$ cat config.mk
export PLATFORM = sky130hd
export DESIGN_NAME = rx_ack_decide_flat
export DESIGN_NICKNAME = d
export VERILOG_FILES = /design/src/rtl/rx_ack_decide_if.sv /design/src/rtl/rx_ack_decide.sv /design/src/flat_wrapper.sv
export SDC_FILE = /design/constraint.sdc
export NUM_CORES = 1
export LEC_CHECK = 0
export ABC_AREA = 1
export ABC_CLOCK_PERIOD_IN_PS = 6500
export BUFFER_PORTS_ARGS = -buffer_cell sky130_fd_sc_hd__buf_2
export CAP_MARGIN = 10
export CORE_MARGIN = 10
export CORE_UTILIZATION = 50
export DETAILED_ROUTE_END_ITERATION = 12
export PLACE_DENSITY = 0.88
export SETUP_SLACK_MARGIN = 0.15
export SLEW_MARGIN = 20
export SYNTH_ARGS = -nofsm -noshare
export SYNTH_HDL_FRONTEND = slang
export SYNTH_SLANG_ARGS = --single-unit
$ cat constraint.sdc
create_clock -name clk -period 6.5 [get_ports clk]
set_input_delay 0.325 -clock clk [delete_from_list [all_inputs] [get_ports clk]]
set_output_delay 0.325 -clock clk [all_outputs]
set_load 0.005 [all_outputs]
$ cat src/rtl/rx_ack_decide_if.sv
// rtl/rx_ack_decide_if.sv - ACK request handshake between the ACK decision logic and TX/CSMA
interface rx_ack_decide_if;
  logic        ack_valid;
  logic        ack_ready;
  logic [47:0] ack_addr;
  logic [15:0] ack_duration;

  modport master (
    output ack_valid,
    output ack_addr,
    output ack_duration,
    input  ack_ready
  );

  modport slave (
    input  ack_valid,
    input  ack_addr,
    input  ack_duration,
    output ack_ready
  );
endinterface

$ cat src/rtl/rx_ack_decide.sv
// rtl/rx_ack_decide.sv - decides whether a received PSDU needs an ACK and issues one ACK request
module rx_ack_decide #(
  parameter logic [15:0] TIMEOUT_CYCLES = 16'd4000,
  parameter logic [15:0] DUR_SUB        = 16'd44
) (
  input  logic                 clk,
  input  logic                 rst,
  input  logic [47:0]          self_mac_addr,
  input  logic                 ack_disable,
  input  logic                 pkt_start,
  input  logic [31:0]          FC_DI,
  input  logic                 FC_DI_valid,
  input  logic [47:0]          rx_addr,
  input  logic                 rx_addr_valid,
  input  logic [47:0]          tx_addr,
  input  logic                 tx_addr_valid,
  input  logic                 fcs_in_strobe,
  input  logic                 fcs_ok,
  rx_ack_decide_if.master      ack,
  output logic                 addr_match,
  output logic                 is_broadcast,
  output logic                 ack_abort,
  output logic [2:0]           fsm_state
);

  typedef enum logic [2:0] {
    S_IDLE     = 3'd0,
    S_WAIT_FC  = 3'd1,
    S_WAIT_RA  = 3'd2,
    S_WAIT_TA  = 3'd3,
    S_WAIT_FCS = 3'd4,
    S_ACK_REQ  = 3'd5
  } state_t;

  state_t      state;
  logic [15:0] tmo_cnt;
  logic [15:0] di_q;
  logic        more_frag_q;
  logic [1:0]  type_q;
  logic        ack_valid_q;
  logic [47:0] ack_addr_q;
  logic [15:0] ack_duration_q;
  logic        addr_match_q;
  logic        is_broadcast_q;
  logic        ack_abort_q;

  logic        tmo_hit;
  logic        ra_match;
  logic        ra_bcast;
  logic        eligible;
  logic [15:0] dur_calc;
  logic        unused_fc_bits;

  assign tmo_hit  = (tmo_cnt == (TIMEOUT_CYCLES - 16'd1));
  assign ra_match = (rx_addr == self_mac_addr);
  assign ra_bcast = (rx_addr == 48'hFFFF_FFFF_FFFF);
  // Only management (0) and data (2) frames are acknowledged; control frames never are.
  assign eligible = ((type_q == 2'd0) || (type_q == 2'd2)) && ra_match && !ra_bcast && !ack_disable;

  // AID/reserved encodings and final fragments carry no NAV into the ACK.
  always_comb begin
    dur_calc = 16'd0;
    if (!di_q[15] && more_frag_q && (di_q > DUR_SUB))
      dur_calc = di_q - DUR_SUB;
  end

  assign unused_fc_bits = ^{FC_DI[15:11], FC_DI[9:4], FC_DI[1:0]};

  always_ff @(posedge clk or posedge rst) begin
    if (rst) begin
      state          <= S_IDLE;
      tmo_cnt        <= 16'd0;
      di_q           <= 16'd0;
      more_frag_q    <= 1'b0;
      type_q         <= 2'd0;
      ack_valid_q    <= 1'b0;
      ack_addr_q     <= 48'd0;
      ack_duration_q <= 16'd0;
      addr_match_q   <= 1'b0;
      is_broadcast_q <= 1'b0;
      ack_abort_q    <= 1'b0;
    end else begin
      ack_abort_q <= 1'b0;
      if (pkt_start) begin
        // Reaching WAIT_FCS implies the frame was eligible, so the ACK is armed there.
        if ((state == S_ACK_REQ) || (state == S_WAIT_FCS))
          ack_abort_q <= 1'b1;
        state          <= S_WAIT_FC;
        tmo_cnt        <= 16'd0;
        addr_match_q   <= 1'b0;
        is_broadcast_q <= 1'b0;
        ack_valid_q    <= 1'b0;
      end else begin
        case (state)
          S_IDLE: begin
            tmo_cnt <= 16'd0;
          end
          S_WAIT_FC: begin
            if (FC_DI_valid) begin
              di_q        <= FC_DI[31:16];
              more_frag_q <= FC_DI[10];
              type_q      <= FC_DI[3:2];
              state       <= S_WAIT_RA;
              tmo_cnt     <= 16'd0;
            end else if (tmo_hit) begin
              state   <= S_IDLE;
              tmo_cnt <= 16'd0;
            end else begin
              tmo_cnt <= tmo_cnt + 16'd1;
            end
          end
          S_WAIT_RA: begin
            if (rx_addr_valid) begin
              addr_match_q   <= ra_match;
              is_broadcast_q <= ra_bcast;
              state          <= eligible ? S_WAIT_TA : S_IDLE;
              tmo_cnt        <= 16'd0;
            end else if (tmo_hit) begin
              state   <= S_IDLE;
              tmo_cnt <= 16'd0;
            end else begin
              tmo_cnt <= tmo_cnt + 16'd1;
            end
          end
          S_WAIT_TA: begin
            if (tx_addr_valid) begin
              ack_addr_q <= tx_addr;
              state      <= S_WAIT_FCS;
              tmo_cnt    <= 16'd0;
            end else if (tmo_hit) begin
              state   <= S_IDLE;
              tmo_cnt <= 16'd0;
            end else begin
              tmo_cnt <= tmo_cnt + 16'd1;
            end
          end
          S_WAIT_FCS: begin
            if (fcs_in_strobe) begin
              tmo_cnt <= 16'd0;
              if (fcs_ok) begin
                state          <= S_ACK_REQ;
                ack_valid_q    <= 1'b1;
                ack_duration_q <= dur_calc;
              end else begin
                state <= S_IDLE;
              end
            end else if (tmo_hit) begin
              state       <= S_IDLE;
              tmo_cnt     <= 16'd0;
              ack_abort_q <= 1'b1;
            end else begin
              tmo_cnt <= tmo_cnt + 16'd1;
            end
          end
          S_ACK_REQ: begin
            tmo_cnt <= 16'd0;
            if (ack_valid_q && ack.ack_ready) begin
              ack_valid_q <= 1'b0;
              state       <= S_IDLE;
            end
          end
          default: begin
            state   <= S_IDLE;
            tmo_cnt <= 16'd0;
          end
        endcase
      end
    end
  end

  assign ack.ack_valid    = ack_valid_q;
  assign ack.ack_addr     = ack_addr_q;
  assign ack.ack_duration = ack_duration_q;
  assign addr_match       = addr_match_q;
  assign is_broadcast     = is_broadcast_q;
  assign ack_abort        = ack_abort_q;
  assign fsm_state        = state;

endmodule

$ cat src/flat_wrapper.sv
// flat-port wrapper written by rule: the top's interface ports become plain ports
module rx_ack_decide_flat 
#(
  parameter logic [15:0] TIMEOUT_CYCLES = 16'd4000,
  parameter logic [15:0] DUR_SUB        = 16'd44
)
  (clk, rst, self_mac_addr, ack_disable, pkt_start, FC_DI, FC_DI_valid, rx_addr, rx_addr_valid, tx_addr, tx_addr_valid, fcs_in_strobe, fcs_ok, addr_match, is_broadcast, ack_abort, fsm_state, ack_ack_valid, ack_ack_addr, ack_ack_duration, ack_ack_ready);
  rx_ack_decide_if ack_i ();
  input  logic clk;
  input  logic rst;
  input  logic [47:0] self_mac_addr;
  input  logic ack_disable;
  input  logic pkt_start;
  input  logic [31:0] FC_DI;
  input  logic FC_DI_valid;
  input  logic [47:0] rx_addr;
  input  logic rx_addr_valid;
  input  logic [47:0] tx_addr;
  input  logic tx_addr_valid;
  input  logic fcs_in_strobe;
  input  logic fcs_ok;
  output logic addr_match;
  output logic is_broadcast;
  output logic ack_abort;
  output logic [2:0] fsm_state;
  output wire logic [$bits(ack_i.ack_valid)-1:0] ack_ack_valid;
  output wire logic [$bits(ack_i.ack_addr)-1:0] ack_ack_addr;
  output wire logic [$bits(ack_i.ack_duration)-1:0] ack_ack_duration;
  input wire logic [$bits(ack_i.ack_ready)-1:0] ack_ack_ready;
  assign ack_ack_valid = ack_i.ack_valid;
  assign ack_ack_addr = ack_i.ack_addr;
  assign ack_ack_duration = ack_i.ack_duration;
  assign ack_i.ack_ready = ack_ack_ready;
  rx_ack_decide #(.TIMEOUT_CYCLES(TIMEOUT_CYCLES), .DUR_SUB(DUR_SUB)) u_core (.clk(clk), .rst(rst), .self_mac_addr(self_mac_addr), .ack_disable(ack_disable), .pkt_start(pkt_start), .FC_DI(FC_DI), .FC_DI_valid(FC_DI_valid), .rx_addr(rx_addr), .rx_addr_valid(rx_addr_valid), .tx_addr(tx_addr), .tx_addr_valid(tx_addr_valid), .fcs_in_strobe(fcs_in_strobe), .fcs_ok(fcs_ok), .ack(ack_i), .addr_match(addr_match), .is_broadcast(is_broadcast), .ack_abort(ack_abort), .fsm_state(fsm_state));
endmodule
==> flow_summary_export.csv, run 1 <==
group,metric,value,unit
floorplan,start_util,50.8,%
synth,synthesis.area_per_instance,8.37,sq um
floorplan,num_io_pins,257,
synth,yosys-mux-area-fraction,12.1,%
synth,synth_fp_nets,875,
sta,fmaxAchievable,0.431,GHz
worst_setup_path,r2r_slack,4.18,ns
worst_setup_path,max_stage_delay,0.44,ns
synth,synth.lib_cells_used.distinct,37,
worst_setup_path,timing_worst_setup_path_type,"flip-flop to flip-flop",
worst_setup_path,worstPathRequired,6.73,ns
cts,cts_tree,"built",
routing,drt_first_pass_iters,5,
routing,num_vias,5249,
synth,mappedNetlistArea,5750,sq um
power,p_leak,0.00416,uW
power,sw_frac_of_total,29.1,%
power,share_clk_of_total_power,28.3,%
global_routing,gr-total-overflow,0,
sta,post-route-min-period,2.32,ns
worst_setup_path,cpMaxStageDelayCell,"nand2_1",
floorplan,fp.dieArea,16200,sq um
power,register_share_of_total_power,46.2,%
synth,synth_top_family_by_area,"simple AND/OR/NAND/NOR gates",
cts,clock_latency,0.34,ns
synth,synth_area_leaders,"dfrtp_1 (46%), nand2_1 (11%), mux2_2 (6.9%)",
floorplan,rows,39,
synth,synth_commonest_cells,"nand2_1 (174), dfrtp_1 (105), nor2_1 (103)",
worst_setup_path,worstPathCellList,"ha_1 -> inv_1 -> nand2_1 -> a21oi_1 -> o21ai_0 -> nand2_1 -> inv_1 -> a22o_1",
worst_setup_path,worstPathMaxFanout,14,
cells_and_area,final_core_utilization,65.2,%
sta,setup_violations,0,
sta,fin_tns_setup,0,ns
cts,ctsResizeCount,0,
floorplan,dieWidth,127,um
sta,slew_headroom,36.4,%
cts,ctsHtreeMaxLevel,3,
global_routing,gr_util_all_layers,19.9,%
sta,final_max_slew_viol_count,0,
power,p_comb_share,25.5,%
synth,post-synth-top-area-fraction,45.7,%
synth,async_flop_share,100,%
global_routing,first_global_vias,5359,
cts,cts_setup_buffers,0,
cells_and_area,finalInstanceArea,7380,sq um
placement,gp_congestion,0.941,
power,intPower,1340,uW
sta,fin_worst_skew,0.00914,ns
placement,numPlacedInstances,1064,
sta,timing_worst_slew_pin_value,0.952,ns
worst_setup_path,critPathCaptureType,"flip-flop",
placement,detailedPlacementHpwl,13.6,mm
cells_and_area,synthToLayoutAreaGrowth,28.4,%
global_routing,initial_antenna_violation_count,0,
floorplan,die_h,127,um
sta,final_hold_viol_count,0,
sta,timing.final.crit_share,35.7,%
synth,syn_inst,687,
synth,number_of_enable_flip_flop_cells_after_synthesis,0,
cts,cts.hold.buffers_added,0,
routing,post_drt_via_cell_ratio,4.86,
cts,clk_pin_slew_worst_paths,0.08,ns
cells_and_area,fin_nets,1120,
worst_setup_path,launching_element_type_of_the_critical_path,"flip-flop",
outcome,outcome,"finished, final reports clean",
synth,synth-adder-area-share,0.435,%
synth,post_synthesis_simple_gate_area_fraction,24.6,%
power,peakVddDrop,0.000228,V
synth,synth_compound_gate_area_share,5.03,%
synth,synthMostInstantiatedCell,"nand2_1",
power,power.density,256,nW/um^2
placement,detailed_place.area,7080,sq um
cts,clkSinkCount,105,
min_path,hold_class,"input port to async pin",
cts,ctsLongestPathBuffers,2,
synth,synth-seq-cells,105,
power,power.switching,549,uW
routing,post_drt_wl_per_cell,15.5,um
global_routing,grt_pass1_wl,26.2,mm
cells_and_area,layoutNonFillerInstCount,1080,
synth,ys_seq_area_share,45.7,%
synth,synthXorXnorAreaFrac,4.42,%
routing,drt-initial-drc-count,326,
synth,synth-main-ff-cell,"dfrtp_1",
placement,place.port_buffers,242,
cells_and_area,drive_above_1_share,36.0,%
worst_setup_path,worst_ep_arrival_time,2.55,ns
cts,clk_root_buffer_cell,"clkbuf_16",
cts,total_clock_buffers_created_by_cts,9,
cells_and_area,n_antenna_cell,0,
synth,ys_warn_count,0,
sta,setup_repair_after_global_routing_missed_its_margin,"false",
global_routing,grt_max_degree,56,
power,power.total,1890,uW
synth,netlist.top_cell.by_area,"dfrtp_1",
floorplan,design.core.area,11300,sq um
routing,total_wirelength,16.7,mm
routing,detail-route-antenna-nets,0,
run,timing.max_cap.violations,0,
routing,route.detailed.drc,0,
==> area by class of cell <==
| cell class | count | area (sq um) |
|---|---|---|
| Inverter | 99 | 374 |
| Timing Repair Buffer | 244 | 1230 |
| Sequential cell | 105 | 2630 |
| Clock inverter | 5 | 42.5 |
| Multi-Input combinational cell | 473 | 2680 |
| Clock buffer | 11 | 253 |
| Tap cell | 143 | 179 |
| Fill cell | 972 | 3940 |
==> worst max-delay path, delay by kind of cell (launching register included) <==
| kind | cells | cell delay [ns] |
|---|---|---|
| AO/OA/AOI/OAI | 3 | 0.80 |
| adder cells (fa/ha/maj) | 1 | 0.24 |
| buffers and inverters | 2 | 0.23 |
| flip-flops | 1 | 0.42 |
| AND/OR/NAND/NOR | 2 | 0.52 |
==> logic make-up after synthesis <==
family,after synthesis
AND/OR/NAND/NOR,334
buffers and inverters,109
flip-flops,105
multiplexers,55
AO/OA/AOI/OAI,53
XOR/XNOR,29
adder cells (fa/ha/maj),2
==> power by group through the flow <==
stage	clock network, uW	registers [uW]	logic (uW)
6_report	536	873	481
5_1_grt	573	891	531
4_1_cts	545	873	492
3_5_place_dp	0	883	487
3_3_place_gp	0	869	473
2_1_floorplan	0	880	246
==> registers in the layout, indices dropped and copies added, names as in the netlist <==
name,cells
u_core.fsm_state,3
u_core.tmo_cnt,16
u_core.more_frag_q,1
u_core.ack.ack_addr,48
u_core.ack_abort,1
u_core.type_q,1
u_core.addr_match,1
u_core.ack.ack_valid,1
u_core.ack.ack_duration,16
u_core.di_q,16
u_core.is_broadcast,1
==> worst paths after layout <==
check	start	to	cells after the start
setup / recovery	u_core.di_q[2]	u_core.ack.ack_duration[3]	8
hold / removal	rst	u_core.ack_abort	2
setup reg to reg	u_core.di_q[2]	u_core.ack.ack_duration[3]	8
hold reg to reg	u_core.tmo_cnt[0]	u_core.tmo_cnt[0]	1
max in group asynchronous	rst	u_core.ack.ack_addr[31]	3
min in group clk	FC_DI[2]	u_core.type_q[0]	2
==> per-layer routing <==
metal,track usage (%),routed length [um],vias to the layer above
met5,0,0,-
met4,6.03,359,0
met1,22.0,6440,2454
met3,4.88,777,28
li1,-,-,2638
met2,36.8,9140,129
==> stage by stage <==
stage | hold WS [ns] | setup slack [ns]
2_1_floorplan | 0.388 | 3.41
3_3_place_gp | 0.443 | 4.36
3_5_place_dp | 0.453 | 4.29
4_1_cts | 0.0941 | 4.22
5_1_grt | 0.119 | 4.08
6_report | 0.0743 | 4.18
==> cells in the final DEF (no fill, tap or decap), drive strengths merged, types with 4 or more instances in the layout <==
cell    synthesis  final
nand3          26     26
nor2          106    106
mux2           55     55
buf             8    244
inv            99    103
a21oi          22     22
nand4           5      5
nand2         176    176
o31ai           4      4
xnor2          14     14
o21ai          22     22
xor2           15     15
nor3           12     12
dfrtp         105    105
or2             4      4
clkbuf          2     11
No activity file was read; power rests on OpenSTA's default activity.
==> run 2: changes to the inputs <==
- ABC_CLOCK_PERIOD_IN_PS: 6500 -> 1900
- CORE_UTILIZATION: 50 -> 43
- PLACE_DENSITY: 0.88 -> 0.81
- clock period: 6.5 -> 1.9 ns (I/O delays scaled with it)
==> run 2 against run 1 <==
Die area increased by 14%. Global-route usage decreased by 0.59 points. Via count increased by 3.8%. Combinational power increased to 3.8 times the previous value. Hold slack got worse by 0.068 ns. Routed wire length increased by 8.4%. Non-clock buffer count increased by 71. Maximum frequency increased by 42%. Critical path depth unchanged. First-iteration DRC count decreased by 24%. Final cell count increased by 9.8%. Highest routed layer is now met5.
==> flow_summary_export.csv, run 2 (synthesis gave the netlist of run 1 again) <==
group,metric,value,unit
cts,clk_pin_slew_worst_paths,0.07,ns
routing,route.detailed.drc,0,
sta,setup_violations,0,
cts,total_clock_buffers_created_by_cts,9,
min_path,worstHoldStart,"pkt_start",
cells_and_area,layoutNonFillerInstCount,1186,
cells_and_area,mostFrequentLayoutCells,"buf_2 (242), nand2_1 (172), dfrtp_1 (103), nor2_1 (102), inv_1 (94)",
placement,place.port_buffers,242,
global_routing,grt_max_degree,79,
sta,post-route-min-period,1.63,ns
placement,post-place-ws,0.174,ns
cells_and_area,fin_nets,1191,
cts,ctsHtreeMaxLevel,3,
worst_setup_path,worstPathRequired,2.15,ns
floorplan,design.core.area,13200,sq um
run,timing.max_cap.violations,0,
global_routing,grt_pass1_wl,28.4,mm
sta,fmaxAchievable,0.612,GHz
worst_setup_path,worst_ep_arrival_time,1.89,ns
floorplan,num_io_pins,257,
global_routing,first_global_vias,5676,
cts,ctsLongestPathBuffers,2,
cells_and_area,finalInstanceArea,8180,sq um
cells_and_area,fillCellCount,1075,
floorplan,start_util,43.6,%
routing,num_vias,5447,
sta,final_hold_viol_count,0,
placement,detailed_place.area,7220,sq um
floorplan,dieWidth,136,um
sta,fin_worst_skew,0.0184,ns
cells_and_area,drive_above_1_share,34.8,%
sta,timing.final.crit_share,86.0,%
global_routing,gr-total-overflow,0,
global_routing,initial_antenna_violation_count,1,
min_path,min_path_cells,2,
floorplan,die_h,136,um
placement,detailedPlacementHpwl,13.7,mm
worst_setup_path,r2r_slack,0.27,ns
power,power.density,815,nW/um^2
sta,timing_worst_slew_pin_value,0.465,ns
power,peakVddDrop,0.000586,V
placement,numPlacedInstances,1104,
sta,final_critical_path_setup_slack,0.266,ns
cts,cts_tree,"built",
routing,total_wirelength,18.1,mm
worst_setup_path,launching_element_type_of_the_critical_path,"flip-flop",
worst_setup_path,timing_worst_setup_path_type,"flip-flop to flip-flop",
routing,post_drt_via_cell_ratio,4.59,
cts,clock_latency,0.36,ns
worst_setup_path,crit_start,"u_core.di_q[2]",
floorplan,fp.dieArea,18400,sq um
worst_setup_path,critPathCaptureType,"flip-flop",
floorplan,rows,42,
outcome,outcome,"finished, final reports clean",
routing,drt-initial-drc-count,249,
cells_and_area,layout.cells.most_common,"buf_2",
placement,gp_congestion,0.927,
cells_and_area,largest_reg_flops,48,
min_path,whs_endpoint,"u_core.fsm_state[1]",
sta,setup_repair_after_global_routing_missed_its_margin,"true",
worst_setup_path,reg2reg_from,"u_core.di_q[2]",
min_path,hold_class,"input port to flip-flop",
sta,fin_tns_setup,0,ns
worst_setup_path,worst_r2r_path_depth,8,
cts,clkSinkCount,105,
routing,post_drt_wl_per_cell,15.3,um
routing,detail-route-antenna-nets,0,
sta,holdWs,0.00666,ns
cts,clk_root_buffer_cell,"clkbuf_16",
worst_setup_path,rr_endpoint,"u_core.ack.ack_duration[5]",
sta,slew_headroom,68.7,%
routing,drt_first_pass_iters,4,
worst_setup_path,worstPathMaxFanout,7,
global_routing,gr_util_all_layers,19.3,%
sta,final_max_slew_viol_count,0,
power,p_leak,0.00446,uW
cells_and_area,synthToLayoutAreaGrowth,42.3,%
-- run 2: cell count changes in the layout (fill, tap and decap cells not counted), sizes merged --
cell,change
clkinvlp,+3
diode,+2
dlygate4sd3,+62
inv,-1
buf,+9
clkbuf,-2
-- run 2: worst max-delay path by stage --
stage / cells after the start / endpoint / slack, ns
floorplan: 8 / u_core.ack.ack_duration[3] / 0.27
CTS: 8 / u_core.ack.ack_duration[3] / 0.16
global route: 8 / u_core.tmo_cnt[9] / 0.12
detailed placement: 8 / u_core.ack.ack_duration[3] / 0.17
global placement: 8 / u_core.ack.ack_duration[3] / 0.22
finish: 8 / u_core.ack.ack_duration[5] / 0.27
-- run 2: power by group --
group	total [uW]	switching [uW]	internal, uW
Sequential	2990	293	2700
Combinational	1820	812	1010
Clock	1850	921	929
-- run 2: final cells by class --
| type | count | area, sq um | share of cell area, % |
|---|---|---|---|
| multi-input cells | 473 | 2700 | 33.0 |
| flip-flops and latches | 105 | 2630 | 32.2 |
| repair buffers | 315 | 1950 | 23.9 |
| inverters | 99 | 375 | 4.59 |
| clock buffers | 9 | 225 | 2.75 |
| well taps | 176 | 220 | 2.69 |
| clock inverters | 7 | 71.3 | 0.872 |
| diodes | 2 | 5.00 | 0.0612 |
-- run 2: critical path, stage by stage (launching register included) --
cell	delay (ns)
dfrtp_1	0.40
ha_1	0.19
inv_1	0.05
nand2_1	0.10
a21oi_2	0.08
o21ai_1	0.24
nand2_4	0.11
buf_4	0.17
o31ai_1	0.21
-- run 2: what timing repair did --
action	4_1_cts	5_1_grt
endpoints found under the hold margin	72	1
resized for setup	0	9
hold buffers	61	1
buffers inserted	0	2
endpoints found under the setup margin	0	25
-- run 2: metal layers --
| layer | up-vias | share of wire, % | GRT usage, % |
|---|---|---|---|
| met5 | - | 0.055 | 0 |
| met4 | 2 | 2.9 | 6.52 |
| met3 | 36 | 5.5 | 4.82 |
| met2 | 127 | 55 | 35.7 |
| met1 | 2501 | 37 | 21.0 |
| li1 | 2781 | - | - |
-- run 2: through the flow --
stage	util (%)	total power, uW
6_report	62.0	6660
5_1_grt	62.0	7030
4_1_cts	61.6	6630
3_5_place_dp	54.7	4700
3_3_place_gp	54.7	4610
2_1_floorplan	-	3850
